### config.mk
export PLATFORM = sky130hd
export DESIGN_NAME = simon_encrypt
export DESIGN_NICKNAME = d
export VERILOG_FILES = /design/src/rtl/simon_pkg.sv /design/src/rtl/simon_round.sv /design/src/rtl/simon_encrypt.sv
export SDC_FILE = /design/constraint.sdc
export NUM_CORES = 1
export LEC_CHECK = 0
export CORE_MARGIN = 5
export CORE_UTILIZATION = 43
export CTS_BUF_LIST = sky130_fd_sc_hd__clkbuf_8
export CTS_CLUSTER_SIZE = 25
export DETAILED_ROUTE_END_ITERATION = 10
export PLACE_DENSITY = 0.8
export SYNTH_ARGS = -nofsm -noshare
export SYNTH_HDL_FRONTEND = slang
export SYNTH_HIERARCHICAL = 1
export SYNTH_SLANG_ARGS = --single-unit
export TNS_END_PERCENT = 50
### constraint.sdc
create_clock -name clk -period 1.3 [get_ports clk]
set_input_delay 0.26 -clock clk [delete_from_list [all_inputs] [get_ports clk]]
set_output_delay 0.26 -clock clk [all_outputs]
set_load 0.1 [all_outputs]
### src/rtl/simon_pkg.sv
// Shared constants and FSM state type for the Simon block-cipher encryption core.
package simon_pkg;

  localparam int WORD   = 64;
  localparam int ROUNDS = 72;

  // Rotate-left amounts used by the Simon round function f(x).
  localparam int ROT_A = 1;
  localparam int ROT_B = 8;
  localparam int ROT_C = 2;

  typedef enum logic [1:0] {
    IDLE = 2'd0,
    RUN  = 2'd1,
    DONE = 2'd2
  } state_t;

endpackage

### src/rtl/simon_round.sv
// One combinational Simon round: x' = y ^ f(x) ^ k, y' = x.
module simon_round #(
  parameter int WORD = 64
) (
  input  logic [WORD-1:0] x,
  input  logic [WORD-1:0] y,
  input  logic [WORD-1:0] k,
  output logic [WORD-1:0] x_next,
  output logic [WORD-1:0] y_next
);
  import simon_pkg::*;

  logic [WORD-1:0] rot_a;
  logic [WORD-1:0] rot_b;
  logic [WORD-1:0] rot_c;

  assign rot_a = {x[WORD-1-ROT_A:0], x[WORD-1:WORD-ROT_A]};
  assign rot_b = {x[WORD-1-ROT_B:0], x[WORD-1:WORD-ROT_B]};
  assign rot_c = {x[WORD-1-ROT_C:0], x[WORD-1:WORD-ROT_C]};

  assign x_next = y ^ ((rot_a & rot_b) ^ rot_c) ^ k;
  assign y_next = x;

endmodule

### src/rtl/simon_encrypt.sv
// Iterative Simon encryption core: one round per accepted round key from an upstream key schedule.
// Handshake: a round key transfers on a rising edge where key_valid && key_ready; key_ready is high only in RUN.
module simon_encrypt #(
  parameter int WORD   = simon_pkg::WORD,
  parameter int ROUNDS = simon_pkg::ROUNDS
) (
  input  logic              clk,
  input  logic              res_n,
  input  logic              start,
  input  logic [2*WORD-1:0] plaintext,
  input  logic [WORD-1:0]   key_sched,
  input  logic              key_valid,
  output logic              key_ready,
  output logic              busy,
  output logic              done,
  output logic [2*WORD-1:0] ciphertext,
  output logic [1:0]        state_dbg
);
  import simon_pkg::*;

  localparam int CW = $clog2(ROUNDS + 1);
  localparam logic [CW-1:0] LAST_ROUND = CW'(ROUNDS - 1);

  state_t          state_q;
  state_t          state_d;
  logic [WORD-1:0] x_q;
  logic [WORD-1:0] y_q;
  logic [CW-1:0]   cnt_q;
  logic [WORD-1:0] x_n;
  logic [WORD-1:0] y_n;
  logic            transfer;
  logic            accept;

  simon_round #(.WORD(WORD)) u_round (
    .x      (x_q),
    .y      (y_q),
    .k      (key_sched),
    .x_next (x_n),
    .y_next (y_n)
  );

  always_comb begin
    state_d   = state_q;
    key_ready = 1'b0;
    busy      = 1'b0;
    done      = 1'b0;
    accept    = 1'b0;
    case (state_q)
      IDLE: begin
        if (start) begin
          accept  = 1'b1;
          state_d = RUN;
        end
      end
      RUN: begin
        key_ready = 1'b1;
        busy      = 1'b1;
        if (key_valid && cnt_q == LAST_ROUND) state_d = DONE;
      end
      DONE: begin
        done = 1'b1;
        if (start) begin
          accept  = 1'b1;
          state_d = RUN;
        end
      end
      default: state_d = IDLE;
    endcase
  end

  assign transfer = key_ready && key_valid;

  always_ff @(posedge clk or negedge res_n) begin
    if (!res_n) begin
      state_q <= IDLE;
      x_q     <= '0;
      y_q     <= '0;
      cnt_q   <= '0;
    end else begin
      state_q <= state_d;
      if (accept) begin
        x_q   <= plaintext[2*WORD-1:WORD];
        y_q   <= plaintext[WORD-1:0];
        cnt_q <= '0;
      end else if (transfer) begin
        x_q   <= x_n;
        y_q   <= y_n;
        cnt_q <= cnt_q + CW'(1);
      end
    end
  end

  assign ciphertext = {x_q, y_q};
  assign state_dbg  = state_q;

endmodule

## Yosys cells after proc, flatten, opt, wreduce, memory -nomap -nowiden

Index checks and enable logic that the tools add are counted.

| storage, ports and cells | value |
|---|---|
| output and inout port bits | 133 |
| word-level logic and storage cells | 33 |
| bits in registers | 137 |

| operators by class | value |
|---|---|
| muxes and demuxes | 13 |
| $add $sub $neg | 1 |
| reduce and logical (&&, ||, !) cells | 6 |
| equality and inequality tests | 5 |
| bitwise operators | 4 |

Operators by type and width:

| cell | number |
|---|---|
| $mux W64 | 4 |
| $xor A64 B64 Y64 | 3 |
| $and A64 B64 Y64 | 1 |
| $mux W7 | 2 |
| $add A7 B1 Y7 const B | 1 |
| $eq A7 B7 Y1 const B | 1 |
| $mux W1 | 4 |
| $mux W2 | 2 |
| $pmux W2 S2 | 1 |
| $eq A2 B1 Y1 const B | 1 |
| $eq A2 B2 Y1 const B | 1 |
| $logic_and A1 B1 Y1 | 2 |
| $logic_not A2 Y1 | 1 |
| $ne A2 B1 Y1 const B | 1 |
| $ne A2 B2 Y1 const B | 1 |
| $reduce_and A2 Y1 | 1 |
| $reduce_bool A2 Y1 | 1 |
| $reduce_or A2 Y1 | 1 |

## Logic depth before layout (Yosys ltp)

| depth | value |
|---|---|
| depth after elaboration | 6 |
| gate-level depth with buffers | 6 |

## Hierarchy

Netlist, hierarchy kept.

By module, submodules not included:

| module | cells each | sequential area each (um^2) | times used | area each (um^2) |
|---|---|---|---|---|
| simon_encrypt | 614 | 3428.3 | 1 | 6496.2 |
| simon_round | 256 | 0.0 | 1 | 2722.6 |

## Worst setup path before layout

No wires, ideal clock.

| path | value |
|---|---|
| path type | flip-flop to flip-flop |
| from | register state_q[1], in the netlist state_dbg[1] |
| to | register state_q[1], in the netlist state_dbg[1] |
| stages on the path, launching flop included | 3 |
| data arrival time | 2718 ps |
| path slack | -1488 ps |
| required time | 1230 ps |
| setup time | 70 ps |
| period minus slack after synthesis | 2788 ps |
| cell sequence | dfrtp_1 > nor2b_1 > a22o_1 |

| on the way | value |
|---|---|
| word-level cells in the longest chain between the ends | 4 |

Ends and longest elaborated chain:

| item | line | RTL |
|---|---|---|
| start, declared | simon_encrypt.sv:24 | `state_t state_q;` |
| start signal, assigned | simon_encrypt.sv:80 | `state_q <= state_d;` |
| $eq A2 B2 Y1 / $logic_not A2 Y1 (equally long branches) | simon_encrypt.sv:48 | `case (state_q)` |
| $reduce_or A2 Y1 (no line) | n/a |  |
| $ne A2 B1 Y1 (no line) | n/a |  |
| $reduce_and A2 Y1 (no line) | n/a |  |

Parallel ways exist; a longest one is shown, timed or not.
A chain may end at the register's enable or synchronous reset.

## Worst setup path in the final report

| path | value |
|---|---|
| from | register state_q[0], in the netlist state_dbg[0] |
| to | register y_q[34] |

| on the way | value |
|---|---|
| word-level cells in the longest chain between the ends | 4 |

Ends and longest elaborated chain:

| item | line | RTL |
|---|---|---|
| $eq A2 B2 Y1 (tied with other cells) | simon_encrypt.sv:48 |  |
| $reduce_or A2 Y1 (no line) / $mux W1 (equally long branches) | n/a |  |
| $mux W1 / $logic_and A1 B1 Y1 (equally long branches) | n/a |  |
| $mux W64 / $reduce_bool A2 Y1 (equally long branches) | n/a |  |
| end signal, assigned | simon_encrypt.sv:83 | `y_q <= plaintext[WORD-1:0];` |
| end signal, assigned | simon_encrypt.sv:87 | `y_q <= y_n;` |
| end, declared | simon_encrypt.sv:27 | `logic [WORD-1:0] y_q;` |

Parallel ways exist; a longest one is shown, timed or not.

==> impl_results.md <==
* Worst vdd ir at ~2.5 mV
* Final WS setup at -0.492 ns
* Placed instance area at about 15000 sq um
* Syn Nets at about 1100
* Vias in the first global route at around 10000
* Dpl ws at -0.487 ns
* Post-synthesis register bit count at 137
* Placed insts at between 1000 and 1500
* Yosys warning count at 6
* Hold violation total from the final report at 0
* Post-Route WL at roughly 45000 um
* Synth Instances at 870
* Data required, critical path at between 1.5 and 2 ns
* GPL Wtd Cong at 0.835
* CTS Buf Count at 17
* Seq/Total Area, Yosys at 0.372
* Wire per inst at approximately 28 um
* Crit path DAT at 2.12 ns
* Grt ovf at 0
* Ports at about 330
* RSZ-0062 raised after global routing: true
* Root cell of the clock tree: clkbuf_8
* Die width at approximately 160 um
* Peak Freq at 0.558 GHz
* Slew headroom at 0.790
* Status: finished, violations left
* Synthesized area per cell at 10.6 sq um
* Vias at ~9600
* Post-route ant nets at 0
* First-pass GRT wire length at about 60000 um
* Mapped cell area at around 9000 sq um
* DRT Pass-1 Iters at 5
* CP max FO at 7
* # H-tree levels at 4
* Max clock buf depth at 2
* PwrDens at ~3000 nW/um^2
* Slew at the pin with the worst max-slew slack at ~0.32 ns
* DIE AREA at roughly 24000 sq um
* Share of cells above drive strength 1 at 0.529
* Total track usage at 0.325
* Max-slew violation count at 0
* Synth top area cells: dfrtp_1 37%, xnor3_1 16%, mux2i_1 14%, nand3_1 7.1%, o21ai_1 7.1%
* I/O Buffers at approximately 330
* Leak at 0.00790 uW
* # setup viols final at around 270
* Fin crit period at approximately 1.8 ns
* Row cnt at 53
* Residual DRC at 0
* Yosys top cell area share at 0.372
* Synth area leader: dfrtp_1
* Post-synth cell types at 29
* MaxCap Viol Count at 0
* CTS clock-pin slew for the worst setup and hold paths at ~0.09 ns
* Final Cycle Share at 1.38
* Failing checks: setup timing
* Final Skew at 0.0314 ns
* Largest net degree at the start of global routing at between 40 and 50
* Chip height at 156 um
* Via/cell ratio at between 6 and 7
* CTS tree: done
* Clock latency on the worst-skew pair at ~0.47 ns
* Clk sinks at ~140
* Layout net count at 1498
* Final Cell Area at about 18000 sq um
* Worst Hold Class: primary input to async pin
* Crit. End Element: flop
* Initial Utilization at 0.437
* Final HPWL DP at between 20000 and 25000 um
* Startpoint types: flop
* WS Path Type: flop to flop
* Area growth syn-to-layout at 98.6%
* 1st-iter DRT viols at around 750
* CORE AREA at roughly 21000 sq um
* Initial antenna violation count at 0
* Non-Filler Instances at around 1600
[kinds of logic (layout without fill, tap and decap cells)]
| logic type | after synthesis | in the layout | share of synthesized area |
|---|---|---|---|
| multiplexers | 128 | 128 | 0.139 |
| AND/OR/NAND/NOR | 208 | 208 | 0.106 |
| AO/OA/AOI/OAI | 142 | 142 | 0.0802 |
| other | 0 | 3 | 0 |
| flip-flops | 137 | 137 | 0.372 |
| XOR/XNOR | 128 | 128 | 0.217 |
| buffers and inverters | 126 | 569 | 0.0844 |
| adder cells (fa/ha/maj) | 1 | 1 | 0.00136 |
[repair_timing]
action                     CTS  global route
cloned                      32             5
hold buffers                 1             0
gates resized for setup    196           212
setup endpoints to repair  266           270
pin swaps                   31            49
buffers inserted            91             5
hold endpoints to repair   137             0
[Yosys cell counts]
cell,number
dfrtp_1,137
nand3_1,131
o21ai_1,130
mux2i_1,128
buf_4,73
nand2_1,67
xnor3_1,64
xor2_1,64
buf_2,25
clkbuf_1,25
o31ai_1,3
a21oi_1,2
nand2b_1,2
nand4b_1,2
nor2b_1,2
o211ai_1,2
a22o_1,1
a32o_1,1
buf_1,1
ha_1,1
inv_1,1
inv_2,1
nand3b_1,1
nand4_1,1
nor4_1,1
o21ai_0,1
o311ai_1,1
o41ai_1,1
or4_1,1
[per-stage QoR]
step	power, uW	TNS [ns]	utilization	hold WS (ns)
final	55200	-63.67	0.868	0.208
after global routing	56500	-73.73	0.868	0.215
after CTS	50600	-61.21	0.820	0.200
after detailed placement	43600	-59.52	0.691	0.125
after global placement	42900	-56.01	0.691	0.123
after floorplan	31600	-40.06	-	-0.0356
[area by class of cell]
class                           instances  area [sq um]
Antenna cell                            3          7.51
Clock buffer                           20           275
Clock inverter                         11           154
Fill cell                             896          2780
Inverter                                2          20.0
Multi-Input combinational cell        607          6370
Sequential cell                       137          3600
Tap cell                              275           344
Timing Repair Buffer                  536          7540
[flip-flops by register name, summed over array words and instances, names as in the netlist]
name	flops
state_dbg	2
x_q	64
cnt_q	7
y_q	64
[critical path, stage by stage (launching register included)]
cell,delay (ns)
dfrtp_4,0.53
buf_6,0.13
nor2b_4,0.13
buf_6,0.14
buf_12,0.16
buf_12,0.15
mux2i_1,0.30
o21ai_1,0.11
[layer usage]
metal / track usage / vias to the layer above / wire length, um
li1: - / 3904 / -
met4: 0.152 / 0 / 2380
met5: 0 / - / 0
met2: 0.557 / 733 / 23000
met1: 0.388 / 4760 / 15200
met3: 0.0749 / 191 / 4260
[final timing paths]
kind | start | to | slack [ns] | cells after the start
setup / recovery | state_dbg[0] | y_q[34] | -0.49 | 7
hold / removal | res_n | x_q[58] | 0.21 | 2
setup reg to reg | state_dbg[0] | y_q[34] | -0.49 | 7
hold reg to reg | cnt_q[0] | cnt_q[0] | 0.53 | 1
max in group asynchronous | res_n | y_q[10] | 0.53 | 3
min in group clk | plaintext[5] | y_q[5] | 0.42 | 3
[report_power, final]
part	internal [uW]	switching (uW)
clock	2210	1870
sequential	6490	3530
combinational	18400	22600
total	27100	28000
[placed cells by master (no fill, tap or decap), drive strengths merged, types with 2 or more instances in the layout]
master and instances:
clkdlybuf4s50 194, nor2b 2, nand4b 2, o211ai 2
a21oi 2, dfrtp 137, o21ai 131, mux2i 128
inv 5, nand3 131, diode 3, bufinv 4
nand2 67, buf 336, clkinv 3, o31ai 3
nand2b 2, xor2 64, xnor3 64, clkbuf 25
(Power assumes the default switching activity.)
